## src/rtl/inst_cache_refill_pkg.sv

```systemverilog
// Shared geometry, FSM encodings and AXI constants for the I-cache refill engine.
package inst_cache_refill_pkg;

    localparam int INST_CACHE_INDEX_WIDTH  = 7;
    localparam int INST_CACHE_TAG_WIDTH    = 20;
    localparam int INST_CACHE_OFFSET_WIDTH = 5;
    localparam int INST_CACHE_WORDS        = 8;

    typedef enum logic [2:0] {
        S_IDLE = 3'd0,
        S_AR   = 3'd1,
        S_R    = 3'd2,
        S_TAGW = 3'd3,
        S_DONE = 3'd4
    } state_t;

    typedef enum logic {
        K_DEMAND   = 1'b0,
        K_PREFETCH = 1'b1
    } kind_t;

    localparam logic [1:0] BURST_INCR = 2'b01;
    localparam logic [2:0] SIZE_4B    = 3'b010;
    localparam logic [1:0] RESP_OKAY  = 2'b00;

endpackage

```

## src/rtl/inst_cache_refill.sv

```systemverilog
// I-cache line refill / invalidate engine: one AXI INCR burst per line, data
// words written as they arrive, tag+valid written last, optional next-line prefetch.
module inst_cache_refill
    import inst_cache_refill_pkg::*;
#(
    parameter int         INDEX_WIDTH  = INST_CACHE_INDEX_WIDTH,
    parameter int         TAG_WIDTH    = INST_CACHE_TAG_WIDTH,
    parameter int         OFFSET_WIDTH = INST_CACHE_OFFSET_WIDTH,
    parameter int         WORDS        = INST_CACHE_WORDS,
    parameter logic [3:0] AXI_ID       = 4'd0,
    parameter bit         PREFETCH_EN  = 1'b1
) (
    input  logic                    clk,
    input  logic                    resetn,
    input  logic                    miss_req,
    input  logic [31:0]             miss_addr,
    input  logic                    pre_found,
    input  logic                    op_req,
    input  logic [INDEX_WIDTH-1:0]  op_index,
    output logic                    op_ack,
    output logic                    refill_done,
    output logic                    refill_err,
    output logic [31:0]             resp_word,
    output logic                    busy,
    output logic                    tagv_wen,
    output logic [INDEX_WIDTH-1:0]  tagv_index,
    output logic [TAG_WIDTH-1:0]    tagv_tag,
    output logic                    tagv_valid,
    output logic                    data_wen,
    output logic [INDEX_WIDTH-1:0]  data_index,
    output logic [OFFSET_WIDTH-3:0] data_offset,
    output logic [31:0]             data_wdata,
    output logic [3:0]              arid,
    output logic [31:0]             araddr,
    output logic [7:0]              arlen,
    output logic [2:0]              arsize,
    output logic [1:0]              arburst,
    output logic                    arvalid,
    input  logic                    arready,
    input  logic [31:0]             rdata,
    input  logic [1:0]              rresp,
    input  logic                    rlast,
    input  logic                    rvalid,
    output logic                    rready
);

    localparam int LINE_W = TAG_WIDTH + INDEX_WIDTH;
    localparam int WORD_W = OFFSET_WIDTH - 2;

    state_t                  r_state;
    kind_t                   r_kind;
    logic [LINE_W-1:0]       r_line;
    logic [WORD_W-1:0]       r_word_off;
    logic [WORD_W-1:0]       r_beat;
    logic                    r_err;
    logic                    r_arvalid;
    logic                    r_rready;
    logic                    r_tagv_wen;
    logic [INDEX_WIDTH-1:0]  r_tagv_index;
    logic [TAG_WIDTH-1:0]    r_tagv_tag;
    logic                    r_tagv_valid;
    logic                    r_op_ack;
    logic                    r_refill_done;
    logic                    r_refill_err;
    logic [31:0]             r_resp_word;

    logic w_beat;
    logic w_beat_err;
    logic w_unused;

    assign w_beat     = r_rready & rvalid;
    assign w_beat_err = (rresp != RESP_OKAY);
    // Byte-within-word bits never matter for a line fetch.
    assign w_unused   = ^miss_addr[1:0];

    always_ff @(posedge clk or negedge resetn) begin
        if (!resetn) begin
            r_state       <= S_IDLE;
            r_kind        <= K_DEMAND;
            r_line        <= '0;
            r_word_off    <= '0;
            r_beat        <= '0;
            r_err         <= 1'b0;
            r_arvalid     <= 1'b0;
            r_rready      <= 1'b0;
            r_tagv_wen    <= 1'b0;
            r_tagv_index  <= '0;
            r_tagv_tag    <= '0;
            r_tagv_valid  <= 1'b0;
            r_op_ack      <= 1'b0;
            r_refill_done <= 1'b0;
            r_refill_err  <= 1'b0;
            r_resp_word   <= '0;
        end else begin
            r_tagv_wen    <= 1'b0;
            r_op_ack      <= 1'b0;
            r_refill_done <= 1'b0;
            r_refill_err  <= 1'b0;

            case (r_state)
                S_IDLE: begin
                    if (op_req) begin
                        r_tagv_wen   <= 1'b1;
                        r_tagv_index <= op_index;
                        r_tagv_tag   <= '0;
                        r_tagv_valid <= 1'b0;
                        r_op_ack     <= 1'b1;
                    end else if (miss_req) begin
                        r_line     <= miss_addr[31:OFFSET_WIDTH];
                        r_word_off <= miss_addr[OFFSET_WIDTH-1:2];
                        r_kind     <= K_DEMAND;
                        r_err      <= 1'b0;
                        r_beat     <= '0;
                        r_arvalid  <= 1'b1;
                        r_state    <= S_AR;
                    end
                end

                S_AR: begin
                    if (arready) begin
                        r_arvalid <= 1'b0;
                        r_rready  <= 1'b1;
                        r_state   <= S_R;
                    end
                end

                S_R: begin
                    if (w_beat) begin
                        r_beat <= r_beat + WORD_W'(1);
                        if (w_beat_err)
                            r_err <= 1'b1;
                        if (r_kind == K_DEMAND && r_beat == r_word_off)
                            r_resp_word <= rdata;
                        // Tag/valid goes out only after the last data word has landed.
                        if (rlast) begin
                            r_rready     <= 1'b0;
                            r_tagv_wen   <= 1'b1;
                            r_tagv_index <= r_line[INDEX_WIDTH-1:0];
                            r_tagv_tag   <= r_line[LINE_W-1:INDEX_WIDTH];
                            r_tagv_valid <= ~(r_err | w_beat_err);
                            r_state      <= S_TAGW;
                        end
                    end
                end

                S_TAGW: begin
                    if (r_kind == K_DEMAND) begin
                        r_refill_done <= 1'b1;
                        r_refill_err  <= r_err;
                        r_state       <= S_DONE;
                    end else begin
                        r_state <= S_IDLE;
                    end
                end

                S_DONE: begin
                    if (PREFETCH_EN && !pre_found && !r_err) begin
                        // Line increment carries from index into tag naturally.
                        r_line    <= r_line + LINE_W'(1);
                        r_kind    <= K_PREFETCH;
                        r_beat    <= '0;
                        r_arvalid <= 1'b1;
                        r_state   <= S_AR;
                    end else begin
                        r_state <= S_IDLE;
                    end
                end

                default: begin
                    r_state   <= S_IDLE;
                    r_arvalid <= 1'b0;
                    r_rready  <= 1'b0;
                end
            endcase
        end
    end

    assign busy        = (r_state != S_IDLE);
    assign op_ack      = r_op_ack;
    assign refill_done = r_refill_done;
    assign refill_err  = r_refill_err;
    assign resp_word   = r_resp_word;

    assign tagv_wen    = r_tagv_wen;
    assign tagv_index  = r_tagv_index;
    assign tagv_tag    = r_tagv_tag;
    assign tagv_valid  = r_tagv_valid;

    assign data_wen    = w_beat;
    assign data_index  = r_line[INDEX_WIDTH-1:0];
    assign data_offset = r_beat;
    assign data_wdata  = rdata;

    assign arid        = AXI_ID;
    assign araddr      = {r_line, {OFFSET_WIDTH{1'b0}}};
    assign arlen       = 8'(WORDS - 1);
    assign arsize      = SIZE_4B;
    assign arburst     = BURST_INCR;
    assign arvalid     = r_arvalid;
    assign rready      = r_rready;

endmodule

```

## config.mk

```make
export PLATFORM = sky130hd
export DESIGN_NAME = inst_cache_refill
export DESIGN_NICKNAME = d
export VERILOG_FILES = /design/src/rtl/inst_cache_refill_pkg.sv /design/src/rtl/inst_cache_refill.sv
export SDC_FILE = /design/constraint.sdc
export NUM_CORES = 1
export LEC_CHECK = 0
export BUFFER_PORTS_ARGS = -buffer_cell sky130_fd_sc_hd__buf_2
export CAP_MARGIN = 0
export CORE_ASPECT_RATIO = 0.9
export CORE_MARGIN = 8
export CORE_UTILIZATION = 35
export DETAILED_ROUTE_END_ITERATION = 16
export HOLD_SLACK_MARGIN = 0.15
export RECOVER_POWER = 25
export SYNTH_ARGS = -nofsm -noshare
export SYNTH_HDL_FRONTEND = slang
export SYNTH_SLANG_ARGS = --single-unit
```

## constraint.sdc

```tcl
create_clock -name clk -period 1.7 [get_ports clk]
set_input_delay 0.255 -clock clk [delete_from_list [all_inputs] [get_ports clk]]
set_output_delay 0.255 -clock clk [all_outputs]
set_load 0.005 [all_outputs]
```

==> impl_summary.txt, run 1 <==
----------------------------------------------------
[Global route]
  Global-route wire length before repair ... 29100 um
  Initial antenna violation count ... 0
  GR Overflow Total ... 0
  Global-route usage over all layers ... 18.2%
  Vias in the first global route ... 5428
  Largest net degree at the start of global routing ... 58

[Logic synthesis]
  Sequential element share of the synthesized area ... a little under half
  Number of synthesis warnings ... 0
  Arithmetic-cell share of the synthesized area counting full adders, half adders and majority gates ... less than 1%
  Post-synth top area cell ... dfrtp_1
  Most common cell in the netlist ... dfrtp_1
  Synth Cell Area ... 5460 um^2
  Proportion of synthesized flip-flops having asynchronous set or reset ... 100%
  Most instantiated flip-flop cell in the synthesis netlist ... dfrtp_1
  Commonest cells in the netlist ... dfrtp_1, nand2_1, buf_4, o21ai_0, mux2_1
  Simple-gate share of the synthesized area ... 15.9%
  Top cells by area in the synthesized netlist ... dfrtp_1, buf_4, mux2_1
  Count of distinct cell types in the synthesized netlist ... roughly 60
  Largest family of logic cells by synthesized area ... simple AND/OR/NAND/NOR gates
  Share of the synthesized area in compound gates (AO/OA/AOI/OAI) ... between 10% and 20%
  Post-synthesis cell count ... around 560
  Flip-flop and latch count after synthesis ... 104
  Portion of netlist area occupied by mux cells ... under 10%
  Number of synthesized flops with an enable pin ... 0
  Mean instance size in the synthesized netlist ... about 10 um^2
  Post-synth top area share ... about 48%
  XOR/XNOR Fraction of Synth Area ... less than 1%

[Critical path]
  Maximum fanout count along the critical path ... 11
  End of the worst register-to-register path ... r_line[20]
  Worst path bufs/invs ... 3
  Crit-path max cell delay ... just over 400 ps
  Origin of the worst setup path ... r_state[0]
  Kind of cell adding the most delay to the critical path ... simple AND/OR/NAND/NOR gates
  CP Capture Type ... register
  Worst setup path endpoint ... r_line[20]
  Data arrival time of the worst path ... ~2000 ps
  Cells along the critical path ... buf_6 > or3b_4 > o22ai_4 > buf_4 > clkbuf_16 > nor2_1 > a211oi_1
  Critical path required time ... roughly 2000 ps
  Cell with the largest stage delay on the worst path ... dfrtp_1
  Worst R2R Path Depth ... 7
  WP depth ... 7
  Worst setup SP type ... register
  Path type of the worst setup path ... register to register
  Reg-to-reg setup timing slack ... -50 ps
  Worst reg2reg startpoint ... r_state[0]

[STA]
  Final setup skew ... between 6 and 7 ps
  Fin Setup TNS ... -194 ps
  Min Tclk post-route ... between 1500 and 2000 ps
  Setup WS post-layout ... -53.6 ps
  Part of the cycle the worst path needs ... 103%
  RSZ-0062 raised after global routing ... true
  Relative slew slack ... 47.9%
  Final slew viol count ... 0
  Hold Fails Final Rpt ... 0
  Final setup violating endpoints ... 17
  Timing-limited maximum frequency ... ~570 MHz
  Hold slack final ... approximately 160 ps
  Transition time of the tightest slew-check pin ... around 780 ps

[Floorplan]
  Die Y-Extent ... roughly 130 um
  Area of the core ... about 15000 um^2
  Effective utilization at floorplan ... a little over a third
  Row count ... 43
  Chip width ... approximately 150 um
  Area of the die ... about 20000 um^2
  Number of ports placed on the die boundary ... 240

[Routing]
  Via count ... approximately 5200
  Post-route antenna net violation count ... 0
  Residual DRC count ... 0
  Sum of routed wire length over all layers ... between 15000 and 20000 um
  Number of DRC violations after detailed-routing iteration 0 ... 352
  Drt via density ... 5.02
  DR WL/cell ... around 18 um
  TritonRoute pass-1 iters ... 5

[Worst hold path]
  Hold depth ... 2
  Class of the worst hold path ... primary input to register

[Clock tree]
  Root buf cell ... clkbuf_16
  TritonCTS clock tree ... done
  CTS Buf Count ... 9
  H-Tree Level Count ... 3
  Clock buffer depth ... 2
  CTS clock-pin slew for the worst setup and hold paths ... roughly 70 ps
  Clock tree sinks ... roughly 100
  Source-to-sink clock delay at the later pin of the worst-skew pair ... between 300 and 400 ps

[Place]
  Post-DP HPWL ... 14000 um
  Count of buffers from port buffering ... 215
  DP Worst Slack ... -38.6 ps
  Weighted congestion at the end of routability-driven global placement ... 0.862

[Cells and area]
  Number of fill cells ... between 1000 and 1500
  Area overhead of the layout relative to synthesis ... 45.4%
  Layout Nets ... just over 900
  Count of antenna diodes in the layout ... 0
  Fraction of final layout cells with drive strength greater than 1 ... ~45%

[Outcome]
  Run status ... finished, violations left
  Failing checks ... setup timing

[Power and ir drop]
  Worst voltage drop across the vdd grid ... ~640 uV
  Switching portion of total power ... 39.3%
  Sequential group share of total power ... roughly 32%
  Internal power summed over all cells ... between 8000 and 9000 uW
  Part of the total power dissipated in combinational logic ... around 51%
  Portion of total power attributed to the clock network ... 16.9%
  Switching power ... around 5200 uW
  Static Leak ... between 0.003 and 0.004 uW
  PwrDens ... between 1500 and 2000 nW/um^2

[Run]
  Max capacitance violation total ... 0

----------------------------------------------------
[metal layers]
layer  routed length, um  part of all wire, %  global-route usage [%]  vias up
met1                7680                   41                    22.4     2520
li1                    -                    -                       -     2472
met2                9180                   49                    30.2      219
met4                 482                  2.6                    7.30        0
met5                   0                    0                       0        -
met3                1430                  7.6                    4.35       34
[placed cells by master (no fill, tap or decap), drive strengths merged, types with 4 or more instances in the layout]
cell / netlist / layout
buf: 71 / 304
dfrtp: 104 / 104
nand2: 75 / 75
o21ai: 38 / 38
dlygate4sd3: 0 / 36
mux2: 32 / 32
a21oi: 26 / 26
conb: 2 / 22
nor2: 22 / 22
o22ai: 16 / 16
clkbuf: 23 / 13
a211oi: 12 / 12
nand3: 12 / 12
nand4: 11 / 11
mux2i: 11 / 11
inv: 8 / 9
o31ai: 8 / 8
and4: 7 / 7
nor2b: 6 / 6
o32ai: 6 / 6
and2: 5 / 5
nor4: 5 / 5
nor3: 5 / 5
nand2b: 4 / 4
and3: 4 / 4
nor3b: 4 / 4
[cell type report]
type	count	area, um^2	share of cell area (%)
Sequential cell	104	2610	32.8
Clock buffer	10	229	2.89
Multi-Input combinational cell	371	2500	31.5
Timing Repair Buffer	343	2220	28.0
Inverter	8	30.0	0.378
Clock inverter	6	91.3	1.15
Tap cell	202	253	3.19
[power groups by stage]
stage	registers (uW)	logic (uW)	clock network [uW]
after floorplan	4440	2810	0
after global placement	4240	6060	0
after detailed placement	4310	6160	0
after CTS	4260	6320	2320
after global routing	4430	7360	2400
final	4280	6720	2240
[logic make-up after synthesis]
logic type,Yosys count
adders and majority gates,2
other,2
DFF,104
AOI/OAI and AO/OA,130
buffers and inverters,102
muxes,43
xor gates and xnor gates,3
and+or+nand+nor,171
[registers in the layout, summed over array words and instances, names as in the netlist]
| name | flops |
|---|---|
| arvalid | 1 |
| resp_word | 32 |
| r_kind | 1 |
| op_ack | 1 |
| tagv_wen | 1 |
| refill_err | 1 |
| r_err | 1 |
| data_offset | 3 |
| tagv_valid | 1 |
| tagv_tag | 20 |
| r_line | 27 |
| r_word_off | 3 |
| tagv_index | 7 |
| r_state | 3 |
| rready | 1 |
| refill_done | 1 |
[through the flow]
stage	std cells	cell area (um^2)	total power [uW]	utilization, %
after global routing	1044	7940	14200	51.8
after detailed placement	981	6990	10500	45.6
final	1044	7940	13200	51.8
after CTS	1034	7710	12900	50.3
after floorplan	577	5570	7250	-
after global placement	981	6990	10300	45.6
[worst min path at each step]
stage / start / to / slack (ps)
finish: op_req / op_ack / 160
global route: rdata[22] / resp_word[22] / 170
CTS: op_req / op_ack / 150
detailed placement: resetn / tagv_tag[8] / 240
floorplan: resetn / arvalid / -40
global placement: resetn / tagv_tag[8] / 220
[repair_timing]
item                                   CTS  global route
endpoints found under the hold margin   62             0
pin swaps                                1            12
hold buffers                            36             0
gates cloned                             0             1
buffers inserted                         1            10
gates resized for setup                  8            39
setup endpoints to repair               20            62
Note: power is estimated with default switching activity, not from simulation.
==> inputs of run 2 (changes only) <==
Settings changed: SETUP_SLACK_MARGIN from default to 0.2.
==> impl_summary.txt, run 2 (same netlist as run 1, synthesis figures left out) <==
----------------------------------------------------
[Floorplan]
  Die Y-Extent ... approximately 130 um
  Row count ... 43
  Area of the core ... about 15000 um^2
  Chip width ... roughly 150 um
  Number of ports placed on the die boundary ... 240
  Area of the die ... between 15000 and 20000 um^2
  Effective utilization at floorplan ... around 36%

[Power and ir drop]
  Part of the total power dissipated in combinational logic ... 56.3%
  Portion of total power attributed to the clock network ... between 10% and 20%
  Static Leak ... 0.00420 uW
  Switching portion of total power ... about two fifths
  Worst voltage drop across the vdd grid ... 687 uV
  Sequential group share of total power ... a little under a third
  Switching power ... ~5900 uW
  PwrDens ... 1700 nW/um^2
  Final Power ... 14700 uW
  Internal power summed over all cells ... around 8800 uW

[Critical path]
  Worst reg2reg startpoint ... r_state[1]
  Critical path required time ... 1930 ps
  Worst setup SP type ... register
  Crit-path max cell delay ... about 470 ps
  CP Capture Type ... register
  Worst R2R Path Depth ... 5
  Data arrival time of the worst path ... just under 2000 ps
  Worst path bufs/invs ... 1
  Kind of cell adding the most delay to the critical path ... simple AND/OR/NAND/NOR gates
  Reg-to-reg setup timing slack ... -8 ps
  Cells along the critical path ... nor3b_4 > and2b_2 > nand4_4 > buf_12 > mux2_1
  Maximum fanout count along the critical path ... 16
  End of the worst register-to-register path ... resp_word[21]
  Cell with the largest stage delay on the worst path ... dfrtp_2
  Path type of the worst setup path ... register to register

[Place]
  Post-DP HPWL ... 14200 um
  DP Worst Slack ... -43.6 ps
  Weighted congestion at the end of routability-driven global placement ... slightly above 0.9
  Count of buffers from port buffering ... around 220
  Placed standard-cell area ... around 7000 um^2

[STA]
  Relative slew slack ... between 30% and 40%
  Fin Setup TNS ... -17.9 ps
  Final slew viol count ... 0
  Min Tclk post-route ... approximately 1700 ps
  Final setup skew ... around 11 ps
  Setup WS post-layout ... -7.94 ps
  Final setup violating endpoints ... 4
  Part of the cycle the worst path needs ... 100%
  RSZ-0062 raised after global routing ... true
  Hold Fails Final Rpt ... 0
  Transition time of the tightest slew-check pin ... 1040 ps
  Timing-limited maximum frequency ... 586 MHz

[Clock tree]
  H-Tree Level Count ... 3
  Clock tree sinks ... roughly 100
  Source-to-sink clock delay at the later pin of the worst-skew pair ... about 360 ps
  CTS Buf Count ... 9
  Clock buffer depth ... 2
  Root buf cell ... clkbuf_16
  CTS clock-pin slew for the worst setup and hold paths ... roughly 80 ps
  TritonCTS clock tree ... done

[Cells and area]
  Core Util, Final ... a little under three fifths
  Max reg flops ... 32
  Most common cell after layout, fill and taps aside ... buf_2
  Area overhead of the layout relative to synthesis ... 59.1%
  Fraction of final layout cells with drive strength greater than 1 ... 53.3%
  Commonest cells after routing, fill and taps aside ... buf_2, dfrtp_1, buf_4, nand2_1, dlygate4sd3_1
  Layout Nets ... roughly 940
  Design Area, Final ... a little under 9000 um^2
  Number of fill cells ... 1344

[Outcome]
  Failing checks ... setup timing
  Run status ... finished, violations left

[Global route]
  Largest net degree at the start of global routing ... 61
  Global-route usage over all layers ... between 10% and 20%
  Global-route wire length before repair ... about 29000 um
  GR Overflow Total ... 0
  Vias in the first global route ... roughly 5400
  Initial antenna violation count ... 1

[Routing]
  Residual DRC count ... 0
  Post-route antenna net violation count ... 0
  DR WL/cell ... around 19 um
  Sum of routed wire length over all layers ... approximately 20000 um
  TritonRoute pass-1 iters ... 5
  Number of DRC violations after detailed-routing iteration 0 ... roughly 350
  Drt via density ... 5.03
  Via count ... between 5000 and 6000

[Worst hold path]
  Class of the worst hold path ... primary input to register
  Hold depth ... 3
  Start point of the worst hold path ... op_index[3]
  Worst hold path endpoint ... tagv_index[3]

[Run]
  Max capacitance violation total ... 0

----------------------------------------------------
[run 2: cell types whose count changed in the layout (fill, tap and decap cells not counted), sizes merged]
| cell | before | now |
|---|---|---|
| bufinv | 2 | 0 |
| inv | 9 | 8 |
| clkbuf | 13 | 18 |
| diode | 0 | 1 |
| dlygate4sd3 | 36 | 38 |
| buf | 304 | 321 |
| clkinv | 3 | 5 |
[run 2: worst register-to-register path, cell delays in order (launching register included)]
cell,delay [ps]
dfrtp_2,470
nor3b_4,220
and2b_2,200
nand4_4,150
buf_12,210
mux2_1,330
[run 2: layout make-up]
type                       instances  area [um^2]  share of cell area (%)
antenna                            1         2.50                  0.0288
multi-input combinational        371         2880                    33.2
inverter                           8         30.0                   0.346
clock buffer                      11          243                    2.80
timing repair buffer             366         2630                    30.3
sequential                       104         2610                    30.1
clock inverter                     5         32.5                   0.375
tap                              202          253                    2.91
[run 2: timing repair]
action / CTS / global route
endpoints found under the hold margin: 140 / 1
hold buffers: 37 / 1
endpoints found under the setup margin: 99 / 91
resized for setup: 37 / 140
cloned: 0 / 9
pin swaps: 9 / 32
buffers inserted: 21 / 6
[run 2: metrics by stage]
step           hold WS, ps  instances
2_1_floorplan        -40.6        577
3_3_place_gp           268        977
3_5_place_dp           276        977
4_1_cts                157       1051
5_1_grt                191       1068
6_report               175       1068
[run 2: worst max path at each step]
stage | startpoint | to | slack [ps] | cells past startpoint
floorplan | r_state[0] | resp_word[0] | -10 | 5
global placement | r_state[0] | r_line[24] | -4 | 6
detailed placement | r_state[0] | r_line[24] | -40 | 6
CTS | r_state[0] | r_line[23] | 40 | 5
global route | r_state[2] | resp_word[11] | -60 | 5
finish | r_state[1] | resp_word[21] | -8 | 5
[run 2: power by group through the flow]
| stage | sequential, uW | clock (uW) | combinational, uW |
|---|---|---|---|
| global placement | 4300 | 0 | 6060 |
| CTS | 4340 | 2020 | 6910 |
| finish | 4440 | 1990 | 8290 |
| detailed placement | 4370 | 0 | 6180 |
| global route | 4590 | 2110 | 8890 |
| floorplan | 4450 | 0 | 2950 |
[run 2: per-layer routing]
| metal | up-vias | track usage (%) | wire, um |
|---|---|---|---|
| met5 | - | 0 | 0 |
| met1 | 2644 | 22.2 | 8440 |
| met2 | 192 | 30.4 | 9840 |
| met3 | 14 | 5.08 | 1440 |
| met4 | 0 | 5.09 | 208 |
| li1 | 2526 | - | - |
==> inputs of run 3 (changes only) <==
Clock period 1.7 ns to 2 ns, I/O delays scaled along.
==> impl_summary.txt, run 3 (same netlist as run 1, synthesis figures left out) <==
----------------------------------------------------
[Cells and area]
  Area overhead of the layout relative to synthesis ... 30.1%
  Fraction of final layout cells with drive strength greater than 1 ... 37.5%
  Commonest cells after routing, fill and taps aside ... buf_2, dfrtp_1, nand2_1, buf_4, o21ai_0
  Most common cell after layout, fill and taps aside ... buf_2
  Layout Nets ... between 800 and 900
  Max reg flops ... 32
  Count of antenna diodes in the layout ... 0

[Critical path]
  Worst setup SP type ... register
  Data arrival time of the worst path ... 1990 ps
  Maximum fanout count along the critical path ... 14
  Critical path required time ... 2230 ps
  Reg-to-reg setup timing slack ... ~230 ps
  CP Capture Type ... register
  Path type of the worst setup path ... register to register
  End of the worst register-to-register path ... r_line[20]
  Worst reg2reg startpoint ... r_state[0]
  Worst R2R Path Depth ... 5

[Place]
  Weighted congestion at the end of routability-driven global placement ... 0.853
  Post-DP HPWL ... about 14000 um
  Count of buffers from port buffering ... 215

[STA]
  RSZ-0062 raised after global routing ... true
  Hold Fails Final Rpt ... 0
  Final slew viol count ... 0
  Timing-limited maximum frequency ... 566 MHz
  Final setup skew ... ~10 ps
  Min Tclk post-route ... 1770 ps
  Part of the cycle the worst path needs ... 88.3%
  Fin Setup TNS ... 0 ps
  Final setup violating endpoints ... 0
  Relative slew slack ... around a third
  Transition time of the tightest slew-check pin ... 1000 ps

[Global route]
  Global-route wire length before repair ... 26800 um
  Vias in the first global route ... slightly below 5000
  Largest net degree at the start of global routing ... between 40 and 50
  Global-route usage over all layers ... roughly 17%
  Initial antenna violation count ... 0
  GR Overflow Total ... 0

[Routing]
  DR WL/cell ... between 15 and 20 um
  Residual DRC count ... 0
  Via count ... between 4000 and 5000
  Post-route antenna net violation count ... 0
  TritonRoute pass-1 iters ... 5
  Drt via density ... 5.12
  Sum of routed wire length over all layers ... around 18000 um
  Number of DRC violations after detailed-routing iteration 0 ... 366

[Worst hold path]
  Worst hold path endpoint ... resp_word[7]
  Start point of the worst hold path ... rdata[7]
  Hold depth ... 2
  Class of the worst hold path ... primary input to register

[Power and ir drop]
  Static Leak ... roughly 0.0034 uW
  Worst voltage drop across the vdd grid ... 495 uV
  Final Power ... 10300 uW
  PwrDens ... between 1000 and 1500 nW/um^2

[Clock tree]
  Clock buffer depth ... 2
  CTS Buf Count ... 9
  Root buf cell ... clkbuf_16
  TritonCTS clock tree ... done
  CTS clock-pin slew for the worst setup and hold paths ... 70 ps
  Source-to-sink clock delay at the later pin of the worst-skew pair ... between 300 and 400 ps
  H-Tree Level Count ... 3
  Clock tree sinks ... 104

[Floorplan]
  Area of the die ... 19800 um^2
  Die Y-Extent ... ~130 um
  Chip width ... 148 um
  Effective utilization at floorplan ... a little over a third
  Area of the core ... 15300 um^2
  Row count ... 43
  Number of ports placed on the die boundary ... 240

[Run]
  Max capacitance violation total ... 0

[Outcome]
  Run status ... finished clean

----------------------------------------------------
run 3: changes by cell type in the layout (fill, tap and decap cells not counted), sizes merged:
| cell | delta |
|---|---|
| diode | -1 |
| clkbuf | +18 |
| clkinv | -4 |
| clkinvlp | +3 |
| o21ai | +1 |
| inv | +1 |
| dlygate4sd3 | -34 |
| buf | -82 |
run 3: layer usage:
layer	vias up	track usage, %	routed length [um]
li1	2329	-	-
met1	2390	20.7	7620
met2	235	27.6	8570
met3	14	4.68	1630
met4	0	5.83	235
met5	-	0	0
run 3: how the worst max path moves through the flow:
stage / startpoint / to / slack, ps / depth (start not counted)
5_1_grt: r_state[0] / resp_word[23] / 160 / 5
6_report: r_state[0] / r_line[20] / 230 / 5
4_1_cts: r_line[0] / r_line[26] / 210 / 6
3_5_place_dp: r_state[2] / r_line[20] / 90 / 5
2_1_floorplan: r_state[1] / resp_word[0] / 200 / 5
3_3_place_gp: r_state[1] / r_line[20] / 170 / 5
run 3: power breakdown:
part / leakage, uW / switching (uW) / internal [uW]
Sequential: 0.00130 / 801 / 3000
Clock: 0.000134 / 826 / 920
Combinational: 0.00199 / 2560 / 2160
run 3: area by class of cell:
class                   instances  area [um^2]
fillers                      1529         8230
flip-flops and latches        104         2610
multi-input cells             372         2390
repair buffers                268         1520
clock buffers                  11          253
well taps                     202          253
clock inverters                 5         40.0
inverters                       8         30.0
run 3: repair_timing:
| action | 4_1_cts | 5_1_grt |
|---|---|---|
| endpoints found under the hold margin | 35 | 0 |
| hold buffers | 4 | 0 |
| pin swaps | 0 | 3 |
| gates resized for setup | 4 | 19 |
| setup buffers | 0 | 12 |
| setup endpoints to repair | 39 | 64 |
| cloned | 0 | 1 |
run 3: per-stage QoR:
| step | hold slack [ps] | std cells | setup WS (ps) | area (um^2) | utilization [%] |
|---|---|---|---|---|---|
| floorplan | 4.41 | 577 | 200 | 5540 | - |
| global placement | 305 | 937 | 167 | 6620 | 43.1 |
| detailed placement | 309 | 937 | 91.0 | 6620 | 43.1 |
| CTS | 160 | 957 | 207 | 6960 | 45.4 |
| global route | 168 | 970 | 165 | 7100 | 46.3 |
| finish | 170 | 970 | 234 | 7100 | 46.3 |
run 3: worst max-delay path, cell delays in order, from the launching register on:
cell and delay, ps:
dfrtp_1 480, nor3b_2 270, buf_6 200, nand3_2 210, o32ai_1 350, a211oi_1 120
